**src/rtl/ac_store_queue_if.sv**
```systemverilog
// Store-queue bus: controller command port, memory write port, hazard lookup and status.
interface ac_store_queue_if #(
  parameter int DATA_W = 16,
  parameter int ADDR_W = 12,
  parameter int DEPTH  = 4
);
  localparam int CNT_W = $clog2(DEPTH) + 1;

  logic              st_valid;
  logic              st_ready;
  logic [ADDR_W-1:0] st_addr;
  logic [DATA_W-1:0] st_data;
  logic              mem_we;
  logic [ADDR_W-1:0] mem_addr;
  logic [DATA_W-1:0] mem_wdata;
  logic              mem_ack;
  logic [ADDR_W-1:0] chk_addr;
  logic              chk_hit;
  logic [CNT_W-1:0]  count;
  logic              empty;
  logic              full;

  modport slave (
    input  st_valid, st_addr, st_data, mem_ack, chk_addr,
    output st_ready, mem_we, mem_addr, mem_wdata, chk_hit, count, empty, full
  );

  modport master (
    output st_valid, st_addr, st_data, mem_ack, chk_addr,
    input  st_ready, mem_we, mem_addr, mem_wdata, chk_hit, count, empty, full
  );
endinterface

```
**src/rtl/ac_store_queue.sv**
```systemverilog
// Write-side store buffer: FIFO of {addr, data} drained to data memory, with
// an address-hazard lookup over all pending entries.
module ac_store_queue #(
  parameter int DATA_W = 16,
  parameter int ADDR_W = 12,
  parameter int DEPTH  = 4
) (
  input logic               clk,
  input logic               rst_n,
  ac_store_queue_if.slave   bus
);
  localparam int PTR_W = $clog2(DEPTH);
  localparam int CNT_W = PTR_W + 1;

  typedef struct packed {
    logic [ADDR_W-1:0] addr;
    logic [DATA_W-1:0] data;
  } entry_t;

  typedef enum logic [1:0] {S_EMPTY, S_PARTIAL, S_FULL} state_t;

  entry_t           mem_q [DEPTH];
  logic [PTR_W-1:0] wp, rp;
  logic [CNT_W-1:0] cnt, cnt_nxt;
  state_t           state, state_nxt;
  logic             is_empty, is_full;
  logic             push, pop;
  logic [DEPTH-1:0] hit_vec;

  assign push = bus.st_valid && bus.st_ready;
  assign pop  = !is_empty && bus.mem_ack;

  // state register (state mirrors cnt, kept in lockstep)
  always_ff @(posedge clk) begin
    if (!rst_n) begin
      wp    <= '0;
      rp    <= '0;
      cnt   <= '0;
      state <= S_EMPTY;
    end else begin
      if (push) wp <= wp + PTR_W'(1);
      if (pop)  rp <= rp + PTR_W'(1);
      cnt   <= cnt_nxt;
      state <= state_nxt;
    end
  end

  // storage carries no reset; validity comes from the pointers and count
  always_ff @(posedge clk) begin
    if (push) mem_q[wp] <= '{addr: bus.st_addr, data: bus.st_data};
  end

  // next-state
  always_comb begin
    cnt_nxt = cnt;
    if (push && !pop)      cnt_nxt = cnt + CNT_W'(1);
    else if (pop && !push) cnt_nxt = cnt - CNT_W'(1);
    state_nxt = S_PARTIAL;
    if (cnt_nxt == '0)                 state_nxt = S_EMPTY;
    else if (cnt_nxt == CNT_W'(DEPTH)) state_nxt = S_FULL;
  end

  // outputs
  always_comb begin
    is_empty = 1'b0;
    is_full  = 1'b0;
    case (state)
      S_EMPTY: is_empty = 1'b1;
      S_FULL:  is_full  = 1'b1;
      default: ;
    endcase
  end

  // entry i is pending when its distance from rp is below count
  for (genvar i = 0; i < DEPTH; i++) begin : g_hit
    logic [PTR_W-1:0] ofs;
    assign ofs        = PTR_W'(i) - rp;
    assign hit_vec[i] = ({1'b0, ofs} < cnt) && (mem_q[i].addr == bus.chk_addr);
  end

  assign bus.st_ready  = !is_full && rst_n;
  assign bus.mem_we    = !is_empty;
  assign bus.mem_addr  = mem_q[rp].addr;
  assign bus.mem_wdata = mem_q[rp].data;
  assign bus.chk_hit   = |hit_vec;
  assign bus.count     = cnt;
  assign bus.empty     = is_empty;
  assign bus.full      = is_full;
endmodule

```
**src/flat_wrapper.sv**
```systemverilog
// flat-port wrapper written by rule: the top's interface ports become plain ports
module ac_store_queue_flat 
#(
  parameter int DATA_W = 16,
  parameter int ADDR_W = 12,
  parameter int DEPTH  = 4
)
  (clk, rst_n, bus_st_valid, bus_st_addr, bus_st_data, bus_mem_ack, bus_chk_addr, bus_st_ready, bus_mem_we, bus_mem_addr, bus_mem_wdata, bus_chk_hit, bus_count, bus_empty, bus_full);
  ac_store_queue_if #(.DATA_W(DATA_W), .ADDR_W(ADDR_W), .DEPTH(DEPTH)) bus_i ();
  input logic clk;
  input logic rst_n;
  input wire logic [$bits(bus_i.st_valid)-1:0] bus_st_valid;
  input wire logic [$bits(bus_i.st_addr)-1:0] bus_st_addr;
  input wire logic [$bits(bus_i.st_data)-1:0] bus_st_data;
  input wire logic [$bits(bus_i.mem_ack)-1:0] bus_mem_ack;
  input wire logic [$bits(bus_i.chk_addr)-1:0] bus_chk_addr;
  output wire logic [$bits(bus_i.st_ready)-1:0] bus_st_ready;
  output wire logic [$bits(bus_i.mem_we)-1:0] bus_mem_we;
  output wire logic [$bits(bus_i.mem_addr)-1:0] bus_mem_addr;
  output wire logic [$bits(bus_i.mem_wdata)-1:0] bus_mem_wdata;
  output wire logic [$bits(bus_i.chk_hit)-1:0] bus_chk_hit;
  output wire logic [$bits(bus_i.count)-1:0] bus_count;
  output wire logic [$bits(bus_i.empty)-1:0] bus_empty;
  output wire logic [$bits(bus_i.full)-1:0] bus_full;
  assign bus_i.st_valid = bus_st_valid;
  assign bus_i.st_addr = bus_st_addr;
  assign bus_i.st_data = bus_st_data;
  assign bus_i.mem_ack = bus_mem_ack;
  assign bus_i.chk_addr = bus_chk_addr;
  assign bus_st_ready = bus_i.st_ready;
  assign bus_mem_we = bus_i.mem_we;
  assign bus_mem_addr = bus_i.mem_addr;
  assign bus_mem_wdata = bus_i.mem_wdata;
  assign bus_chk_hit = bus_i.chk_hit;
  assign bus_count = bus_i.count;
  assign bus_empty = bus_i.empty;
  assign bus_full = bus_i.full;
  ac_store_queue #(.DATA_W(DATA_W), .ADDR_W(ADDR_W), .DEPTH(DEPTH)) u_core (.clk(clk), .rst_n(rst_n), .bus(bus_i));
endmodule
```
**config.mk**
```make
export PLATFORM = sky130hd
export DESIGN_NAME = ac_store_queue_flat
export DESIGN_NICKNAME = d
export VERILOG_FILES = /design/src/rtl/ac_store_queue_if.sv /design/src/rtl/ac_store_queue.sv /design/src/flat_wrapper.sv
export SDC_FILE = /design/constraint.sdc
export NUM_CORES = 1
export LEC_CHECK = 0
export CAP_MARGIN = 5
export CORE_MARGIN = 4
export CORE_UTILIZATION = 32
export DETAILED_ROUTE_END_ITERATION = 10
export PLACE_DENSITY = 0.55
export SETUP_SLACK_MARGIN = 0.2
export SYNTH_ARGS = -nofsm -noshare
export SYNTH_HDL_FRONTEND = slang
export SYNTH_SLANG_ARGS = --single-unit
```
**constraint.sdc**
```tcl
create_clock -name clk -period 2 [get_ports clk]
set_clock_uncertainty 0.15 [all_clocks]
set_input_delay 0.4 -clock clk [delete_from_list [all_inputs] [get_ports clk]]
set_output_delay 0.4 -clock clk [all_outputs]
set_load 0.01 [all_outputs]
```
# ---- Yosys cells after proc, flatten, opt, wreduce, memory -nomap -nowiden
# Memory sizes are Yosys's and may differ from the RTL's. A register that Yosys moved wholly into a read port is not among the register bits.
# Cells that the tools add are included.
dict set report classes {
  n_addsub 8
  n_lt_le_gt_ge 4
  n_eq_ne 6
  mux 9
  bitwise_logic 1
  n_reduce_logical 17
}
# op n
set ops {}
lappend ops {{equality test 12 bit} 4}
lappend ops {{less-than comparator 2 x 3 -> 1 bit} 4}
lappend ops {{logical AND 1 bit} 9}
lappend ops {{two-way mux 2 bit} 3}
lappend ops {{two-way mux 3 bit} 2}
lappend ops {{adder 2 x 1 -> 2 bit (second input constant)} 2}
lappend ops {{logical NOT 1 bit} 4}
lappend ops {{two-way mux 1 bit} 4}
lappend ops {{OR reduction 4 bit} 1}
lappend ops {{subtractor 1 x 2 -> 2 bit (first input constant)} 2}
lappend ops {{subtractor 2 bit (first input constant)} 2}
lappend ops {{adder 3 x 1 -> 3 bit (second input constant)} 1}
lappend ops {{equality test 3 bit (second input constant)} 1}
lappend ops {{logical NOT 3 bit} 1}
lappend ops {{subtractor 3 x 1 -> 3 bit (second input constant)} 1}
lappend ops {{equality test 2 bit (second input constant)} 1}
lappend ops {{logical NOT 2 bit} 1}
lappend ops {{OR reduction 2 bit} 1}
lappend ops {{inverter 1 bit} 1}
dict set report word_totals {
  ff_bits 9
  mem_bits_rw 112
  inputBits 44
  elab_cells 50
  mem_count 1
}
# name depth width read_ports rd_ports_with_merged_regs write_ports line
set mem_list {}
lappend mem_list {u_core.mem_q 4 28 5 1 1 ac_store_queue.sv:22} ;# entry_t mem_q [DEPTH];

# ---- Logic depth before layout (Yosys ltp)
dict set report depth {
  word_depth 11
  mapped_depth 8
  depth_no_buf 7
}

# ---- Least setup slack after synthesis
# Ideal clock, no wire load.
dict set report synth_path {
  kind {flip-flop to output port}
  from {register u_core.cnt[1] (netlist: u_core.bus.count[1])}
  to {output port bus_chk_hit}
  t_arrival_ns 1.599
  required_time_ns 1.450
  setup_slack_ns -0.149
  stages_incl_launch_ff 8
  path_buffers 0
  path_cell_list {dfxtp_1 inv_1 ha_1 a21oi_1 nor2_1 o2111ai_1 o21ai_1 or3_1}
}
dict set report synth_via {
  elab_chain_cells 3
}
# item line
set synth_lines {}
lappend synth_lines {{from (decl)} ac_store_queue.sv:24} ;# logic [CNT_W-1:0] cnt, cnt_nxt;
lappend synth_lines {{from (signal assigned)} ac_store_queue.sv:43} ;# cnt <= cnt_nxt;
lappend synth_lines {{less-than comparator 2 x 3 -> 1 bit} ac_store_queue.sv:78} ;# assign hit_vec[i] = ({1'b0, ofs} < cnt) && (mem_q[i].addr == bus.chk_addr);
lappend synth_lines {{logical AND 1 bit} ac_store_queue.sv:78}
lappend synth_lines {{OR reduction 4 bit *} ac_store_queue.sv:85} ;# assign bus.chk_hit = |hit_vec;
lappend synth_lines {{to (decl)} flat_wrapper.sv:21} ;# output wire logic [$bits(bus_i.chk_hit)-1:0] bus_chk_hit;
# Every way passes the cells marked *; elsewhere a longest branch is shown, timed or not.

# ---- Worst setup path in the final report
dict set report layout_path {
  from {register u_core.rp[1]}
  to {output port bus_chk_hit}
}
dict set report layout_via {
  elab_chain_cells 4
}
# item line
set layout_lines {}
lappend layout_lines {{from (decl)} ac_store_queue.sv:23} ;# logic [PTR_W-1:0] wp, rp;
lappend layout_lines {{from (signal assigned)} ac_store_queue.sv:42} ;# if (pop) rp <= rp + PTR_W'(1);
lappend layout_lines {{subtractor 1 x 2 -> 2 bit / subtractor 2 bit (equally long branches)} ac_store_queue.sv:77} ;# assign ofs = PTR_W'(i) - rp;
lappend layout_lines {{less-than comparator 2 x 3 -> 1 bit} ac_store_queue.sv:78}
lappend layout_lines {{logical AND 1 bit} ac_store_queue.sv:78}
lappend layout_lines {{OR reduction 4 bit *} ac_store_queue.sv:85}
# Marks and branches as above.

==> results.md <==
* Outcome: complete, but fails checks
* Failing checks: setup timing
* Crit path arrival time at 2000 ps
* Netlist cell types at 36
* Hold Path Origin: rst_n
* Max Slew Vio Count at 0
* GRT Resource Usage Total at 0.1362
* Clock Tree Buf Depth at 2
* Final Cycle Share at 1.277
* RSZ-0062 raised after global routing: true
* Post-DP HPWL at 8337 um
* Synth Warn # at 0
* Sw Pwr at 2.079 mW
* Fin. Hold Viols at 0
* Combinational Power Share at 0.253
* Die X-Extent at 136.6 um
* CTS sink cnt at 123
* Top delay family on crit path: simple AND/OR/NAND/NOR gates
* Worst-Skew Late Latency at 410 ps
* FFs w/ async S/R, synth at 0
* Minimum clock period at 2554 ps
* Antenna diodes at 0
* Critical Path Source Type: flip-flop
* Synth Instances at 297
* Final Worst Setup Slack at -553.6 ps
* Mux share of post-synthesis cell area at 0.1210
* RR Endpoint: u_core.state[1]$_SDFF_PP0_
* Setup crit end kind: output port
* Static leakage at 2.712 nW
* Switch share at 0.2515
* Total core area at 16060 um2
* Hold_buf cts at 0
* Clock Power Share at 0.378
* Port Buffers at 79
* Syn Std Cell Area at 5295 um2
* Overall power at 8.267 mW
* RD Place Congestion at 0.7467
* CTS tree: built
* Worst vdd rail ir drop at 852.1 uV
* # fillers at 1356
* Worst-Margin Slew at 363.4 ps
* Slowest stage cell, crit path: or3_4
* Classification of the worst setup path: reg -> out
* Worst Hold End: u_core.bus.count[2]$_SDFF_PN0_
* Most frequent cell after synthesis: edfxtp_1
* Max FO, Critical Path at 3
* Starting Density at 0.3297
* Post-Synth Simple-Gate Area at 0.04537
* Via count at 3029
* Boundary Pins at 80
* Clk pin slew, worst setup/hold paths at 60 ps
* Layout cells sized above 1 at 0.3996
* Internal Power at 6.188 mW
* Final wirelength at 11900 um
* Fin Setup TNS at -9454 ps
* Synth top area cells: edfxtp_1 64%, mux4_2 12%, xor2_1 4.6%, xnor2_1 4.3%, dfxtp_1 4.2%
* Final Net Count at 499
* Total grt overflow at 0
* Average cell area after synthesis at 17.83 um2
* Hold WC Path Type: in -> reg
* Critical Path Max Stage Delay at 410 ps
* CTS HTree Levels at 4
* Area Growth Syn to Fin at 46.05%
* Yosys top cell area share at 0.6352
* Initial antenna violation count at 0
* Max transition margin at 0.7555
* Critical path, cell by cell: inv_4 > ha_4 > a21oi_2 > nor2_1 > o2111ai_1 > o21ai_1 > or3_4 > buf_6
* Vias in the first global route at 3329
* Pwr Density at 1069 nW/um2
* Final core occ at 0.4816
* Top cells by count, synth: 112 x edfxtp_1, 28 x mux4_2, 28 x xor2_1
* Max-cap viol count at 0
* Xor/xnor share of the synthesized area at 0.08932
* Die height at 136.6 um
* FF-to-FF setup slack at 330 ps
* First-pass GRT wire length at 18380 um
* Placed Cells at 624
* Root buffer cell: clkbuf_16
* Post-synthesis sequential area ratio at 0.6767
* First-pass DRT Iterations at 4
* R2R Path Start: u_core.bus.count[0]$_SDFF_PN0_
* Top FF cell, synth: edfxtp_1
* Drt via density at 4.494
* Detailed-route DRC error count at 0
* Yosys top cell by area: edfxtp_1
* Site Rows at 46
* Seq pwr share at 0.369
* Routed length per instance at 17.65 um
* CTS Buf Count at 17
* Adder-Cell Fraction of Synth Area at 0.02788
* Hold Path Depth at 4
* Compound-cell area share of the yosys netlist at 0.02079
* CP required at 1450 ps
* Post-synth EDFFs at 112
* DIE AREA at 18670 um2
* Setup Viol. Count Final at 29
* Post-Synthesis Net Count at 351
* Achievable Freq at 391.6 MHz
* Yosys reg bits at 123
* Largest net degree at the start of global routing at 24
* Largest family of logic cells by synthesized area: multiplexers
* Worst reg2reg path depth at 7
* Bufs and invs on worst path at 2
* Final ANT Viol Nets at 0
* 1st-iter DRT viols at 167
* Layout Cells excl Fill at 674
==> timing repair <==
action	4_1_cts	5_1_grt
gates resized for setup	186	12
endpoints found under the setup margin	36	30
pin swaps	4	6
setup buffers	13	4
gates cloned	1	0
==> through the flow <==
| step | hold slack [ps] | setup slack, ps | cell area (um2) |
|---|---|---|---|
| after global placement | 387.8 | -1007 | 6759 |
| after floorplan | 348.9 | 60.47 | 5348 |
| after CTS | 389.2 | -575.8 | 7595 |
| after detailed placement | 402.0 | -1006 | 6759 |
| after global routing | 424.4 | -637.3 | 7734 |
| final | 406.2 | -553.6 | 7734 |
==> cell type report <==
type                    instances  area, um2  share of cell area
flip-flops and latches        123       3603              0.4659
multi-input cells             154       1693              0.2189
repair buffers                139       1511              0.1954
clock buffers                  17      425.4             0.05501
well taps                     216      270.3             0.03495
clock inverters                15      187.7             0.02427
inverters                      10      42.54            0.005501
==> cells by family (layout without fill, tap and decap cells) <==
kind of cell / count (synthesis) / after routing
adders and majority gates: 12 / 12
AOI/OAI and AO/OA: 17 / 17
buffers and inverters: 20 / 181
xor gates and xnor gates: 54 / 54
muxes: 29 / 29
DFF: 123 / 123
and+or+nand+nor: 42 / 42
==> per-layer routing <==
metal | vias to the layer above | wire length [um] | global-route usage
met5 | - | 0 | 0
met4 | 0 | 78 | 0.03527
met3 | 7 | 757 | 0.05184
met2 | 90 | 5865 | 0.2202
met1 | 1483 | 5195 | 0.1729
li1 | 1449 | - | -
==> worst register-to-register path: stages, from the launching register on <==
cell	delay, ps
dfxtp_2	360
buf_4	140
inv_1	60
ha_1	330
nand2_1	80
o22ai_2	70
a22o_1	240
and2_1	130
==> how the worst max path moves through the flow <==
stage,slack [ps],cells after the start,from,end
2_1_floorplan,60,7,u_core.rp[0]$_SDFFE_PN0P_,bus_chk_hit
3_3_place_gp,-1010,7,bus_chk_addr[7],bus_chk_hit
6_report,-550,8,u_core.rp[1]$_SDFFE_PN0P_,bus_chk_hit
3_5_place_dp,-1010,7,bus_chk_addr[3],bus_chk_hit
4_1_cts,-580,8,u_core.rp[1]$_SDFFE_PN0P_,bus_chk_hit
5_1_grt,-640,7,u_core.rp[1]$_SDFFE_PN0P_,bus_chk_hit
==> power by group through the flow <==
stage               sequential, mW  combinational [mW]  clock (mW)
floorplan                     3.08               0.895           0
global placement              3.09                1.72           0
detailed placement            3.09                1.72           0
CTS                           3.05                1.98        3.20
global route                  3.07                2.25        3.35
finish                        3.05                2.09        3.13
==> flip-flops by register name (all words and copies together), names as in the netlist, named ones only <==
register / cells
u_core.bus.count: 3
u_core.mem_q: 112
u_core.rp: 2
u_core.wp: 2
u_core.state: 2
==> cell usage in the layout, fill, tap and decap left out, types with 5 or more instances in the layout <==
master	count
buf_12	15
buf_4	34
buf_6	34
clkbuf_16	17
clkdlybuf4s50_1	39
dlygate4sd2_1	6
edfxtp_1	112
ha_1	9
inv_1	8
inv_6	5
mux4_2	28
nand2_1	6
nand4_1	7
nor2_1	9
nor4_1	5
xnor2_1	25
xor2_1	26
Power figures use the tool's default switching activity.
==> edit 1 (same settings) <==
Encoding of `state_t`: now one-hot (3 bits for 3 states).
--- a/src/rtl/ac_store_queue.sv
+++ b/src/rtl/ac_store_queue.sv
@@ -17,7 +17,7 @@
     logic [DATA_W-1:0] data;
   } entry_t;
 
-  typedef enum logic [1:0] {S_EMPTY, S_PARTIAL, S_FULL} state_t;
+  typedef enum logic [2:0] {S_EMPTY = 3'b001, S_PARTIAL = 3'b010, S_FULL = 3'b100} state_t;
 
   entry_t           mem_q [DEPTH];
   logic [PTR_W-1:0] wp, rp;
Function: no difference found for any inputs over 4 cycles, from zero or initial values and one cycle with rst_n low; so few cycles prove little.
==> edit 1 against the unedited design <==
- the run still ends with setup timing left
- cell area is 4.7% higher
- power is 11% higher
- routed wire length rose by 9.4%
- sequential cell count grew 1
- die area increased by 0.24%
- area after synthesis up 0.26%
- setup slack worse by 0.047 ns
- sequential power is 2% higher
- largest cell class unchanged
==> edit 1: results (changes against the unedited design) <==
Place
The pre-CTS worst setup slack came to -1.04 ns (-0.0353 ns). The detailed-placement wirelength estimate is 8.36 mm (+0.31%). The final weighted congestion of routability-driven global placement is 0.761 (+1.9%). The placed cell area was 0.00678 mm2 (+0.26%).

Power
The switching power total is 2.49 mW (+20%). The power dissipated in the clock network is 2.83 mW (-9.6%). The worst voltage drop across the vdd grid was 640 uV (-25%). The cell leakage power is 2.85 nW (+5.2%).

Timing
The worst max-slew margin expressed relative to the limit is 71.2% (-4.4 points). The total of endpoints with negative setup slack in the final report is 29 (unchanged). The slack of the critical path is -0.600 ns (-0.0468 ns). The post-route setup TNS is -9.27 ns (+0.187 ns).

Final layout
The share of final-layout standard cells stronger than drive strength 1 is 43.1% (+3.1 points). The number of inserted filler cells in the final layout was 1346 (-0.74%).

Yosys
Sorting the synthesized cells by area gives the leading types as sky130_fd_sc_hd__edfxtp_1 63%, sky130_fd_sc_hd__mux4_2 12%, sky130_fd_sc_hd__xor2_1 4.8%, sky130_fd_sc_hd__dfxtp_1 4.5%, sky130_fd_sc_hd__xnor2_1 4.1%. The xor/xnor cell area share of the yosys netlist was 8.91% (-0.023 points). The sequential-to-total area share from yosys stat was 67.9% (+0.20 points).

The post-synthesis mux area share is 12.1% (+0.039 points). The adder and majority gate portion of the synthesized area is 2.76% (-0.031 points). In the synthesized netlist, the cells that appear most often are 112 x sky130_fd_sc_hd__edfxtp_1, 29 x sky130_fd_sc_hd__xor2_1, 28 x sky130_fd_sc_hd__mux4_2.

Global route
The global-route met2 utilization was 23.2% (+1.2 points). The pin count of the biggest net entering global routing is 22 (-8.3%). The met3 usage is 4.85% (-0.33 points). The fraction of met1 tracks used by global routing is 17.9% (+0.64 points). The wire length of the first global-routing pass came to 19.4 mm (+5.8%).

Drt
The via count normalized by instance count is 4.67 (+3.9%). The routed length on met2 was 6.39 mm (+9.0%). The routed wire length was 13.0 mm (+9.4%).

Worst setup path
The biggest fanout along the worst timing path is 4 (+1). Tracing the worst setup path back leads to its startpoint at bus_chk_addr[8]. The critical path startpoint category is an input pin.

The launching point of the worst reg2reg path is u_core.state[1].

Status
The final reports fail on setup timing. The run finished, with violations left.

Clock network
The number of gates resized after CTS is 194 (+4.3%).

Min path
The launch point of the worst hold path is u_core.wp[1].
[edit 1: kinds of logic (layout without fill, tap and decap cells)]
family                     Yosys count  in the layout
muxes                               29             29
DFF                                124            124
AOI/OAI and AO/OA                   17             17
adders and majority gates           12             12
xor gates and xnor gates            54             54
buffers and inverters               20            197
and+or+nand+nor                     43             43
[edit 1: layout make-up]
class                   instances  area [um2]  share of cell area [%]
flip-flops and latches        124        3620                    44.7
clock inverters                14         123                    1.51
inverters                       8        32.5                   0.402
multi-input cells             155        1780                    22.0
clock buffers                  18         429                    5.30
well taps                     216         270                    3.34
repair buffers                157        1840                    22.7
[edit 1: worst max-delay path: stages]
cell and delay, ns:
sky130_fd_sc_hd__clkdlybuf4s50_1 0.57, sky130_fd_sc_hd__xor2_1 0.31, sky130_fd_sc_hd__nor4_2 0.07, sky130_fd_sc_hd__o211ai_1 0.10
sky130_fd_sc_hd__o21ai_1 0.08, sky130_fd_sc_hd__or3_1 0.36, sky130_fd_sc_hd__buf_2 0.16
==> edit 2 (config.mk and constraints unchanged) <==
Without the edit above. `ADDR_W` is set to 12 in 3 places; all go to 11.
--- a/src/rtl/ac_store_queue_if.sv
+++ b/src/rtl/ac_store_queue_if.sv
@@ -1,7 +1,7 @@
 // Store-queue bus: controller command port, memory write port, hazard lookup and status.
 interface ac_store_queue_if #(
   parameter int DATA_W = 16,
-  parameter int ADDR_W = 12,
+  parameter int ADDR_W = 11,
   parameter int DEPTH  = 4
 );
   localparam int CNT_W = $clog2(DEPTH) + 1;
--- a/src/rtl/ac_store_queue.sv
+++ b/src/rtl/ac_store_queue.sv
@@ -2,7 +2,7 @@
 // an address-hazard lookup over all pending entries.
 module ac_store_queue #(
   parameter int DATA_W = 16,
-  parameter int ADDR_W = 12,
+  parameter int ADDR_W = 11,
   parameter int DEPTH  = 4
 ) (
   input logic               clk,
--- a/src/flat_wrapper.sv
+++ b/src/flat_wrapper.sv
@@ -2,7 +2,7 @@
 module ac_store_queue_flat 
 #(
   parameter int DATA_W = 16,
-  parameter int ADDR_W = 12,
+  parameter int ADDR_W = 11,
   parameter int DEPTH  = 4
 )
   (clk, rst_n, bus_st_valid, bus_st_addr, bus_st_data, bus_mem_ack, bus_chk_addr, bus_st_ready, bus_mem_we, bus_mem_addr, bus_mem_wdata, bus_chk_hit, bus_count, bus_empty, bus_full);
Interface: changed (resized bus_chk_addr, bus_mem_addr and bus_st_addr); port bits go from 80 to 77. The function was not compared with the original's and may differ.
==> edit 2 against the unedited design <==
- the flow still finishes with violations (setup timing)
- synthesized cell count decreased by 4.7%
- die area decreased by 3.9%
- routed wire length decreased by 1.1%
- setup slack got worse by 0.18 ns
- fmax decreased by 6.5%
- global-route usage increased by 0.49 points
- cell area decreased by 6.0%
- count of clock-buffer cells in the layout unchanged
- first-iteration DRC count decreased by 27%
- sequential cell count decreased by 4
- area after synthesis decreased by 4.1%
- power decreased by 5.6%
==> edit 2: results (changes against the unedited design) <==
Worst setup path
The biggest fanout along the worst timing path was 4 (+1). The launching point of the worst reg2reg path is u_core.state[0]. The critical path arrival came to 2.18 ns (+0.18 ns). The most critical setup path has its startpoint at bus_chk_addr[5]. In this run the critical register-to-register path is captured at u_core.bus.count[1].

Status
The flow ran to the end, but the final reports show violations. The final reports fail on setup timing.

Clock network
The clock net sink count came to 119 (-3.3%). The number of gates resized after CTS is 180 (-3.2%).

Global route
The fraction of met1 tracks used by global routing came to 17.7% (+0.36 points). The global-route met2 utilization was 22.9% (+0.89 points). The overall routing resource usage is 14.1% (+0.49 points).

The wire length of the first global-routing pass is 18.7 mm (+1.8%).

Power
The total internal power is 5.88 mW (-5.0%). The worst voltage drop across the vdd grid is 694 uV (-19%). The cell leakage power came to 2.56 nW (-5.7%).

Yosys
The count of cell types in the netlist is 34 (-5.6%). The sequential-to-total area share from yosys stat is 68.2% (+0.55 points).

Final layout
The post-layout instance count excluding filler cells is 642 (-4.7%). The area taken by multi-input logic gates is 0.00157 mm2 (-7.1%). The final core utilization is 47.3% (-0.88 points).

The combined flip-flop and latch cell area is 0.00348 mm2 (-3.5%).

Timing
The total of endpoints with negative setup slack in the final report came to 28 (-3.4%). The worst max-slew margin expressed relative to the limit was 67.1% (-8.5 points). The slack of the critical path is -0.731 ns (-0.177 ns). The final hold slack is 0.424 ns (+0.0180 ns).

Place
The final weighted congestion of routability-driven global placement came to 0.749 (+0.24%). The placed cell area came to 0.00646 mm2 (-4.5%). The detailed-placement wirelength estimate is 8.19 mm (-1.8%).

Drt
The number of violations reported at the end of detailed-routing iteration 0 was 122 (-27%). The met3 wirelength from detailed routing is 739 um (-2.4%). The routed length on met2 is 5.77 mm (-1.6%).

Min path
The startpoint identified for the worst hold timing path is u_core.wp[1].
-- edit 2: logic make-up (layout without fill, tap and decap cells) --
family / Yosys count / in the layout / synth area share, %
XOR/XNOR: 50 / 50 / 8.63
buffers and inverters: 18 / 166 / 1.70
AO/OA/AOI/OAI: 16 / 16 / 2.02
multiplexers: 28 / 28 / 12.2
adder cells (fa/ha/maj): 12 / 12 / 2.88
flip-flops: 119 / 119 / 68.2
AND/OR/NAND/NOR: 40 / 40 / 4.36
-- edit 2: power by group through the flow --
| stage | combinational, mW | sequential, mW | clock, mW |
|---|---|---|---|
| 5_1_grt | 2.03 | 2.96 | 3.19 |
| 6_report | 1.87 | 2.94 | 2.99 |
| 3_3_place_gp | 1.62 | 2.98 | 0 |
| 3_5_place_dp | 1.63 | 2.99 | 0 |
| 2_1_floorplan | 0.816 | 2.97 | 0 |
| 4_1_cts | 1.88 | 2.94 | 3.06 |
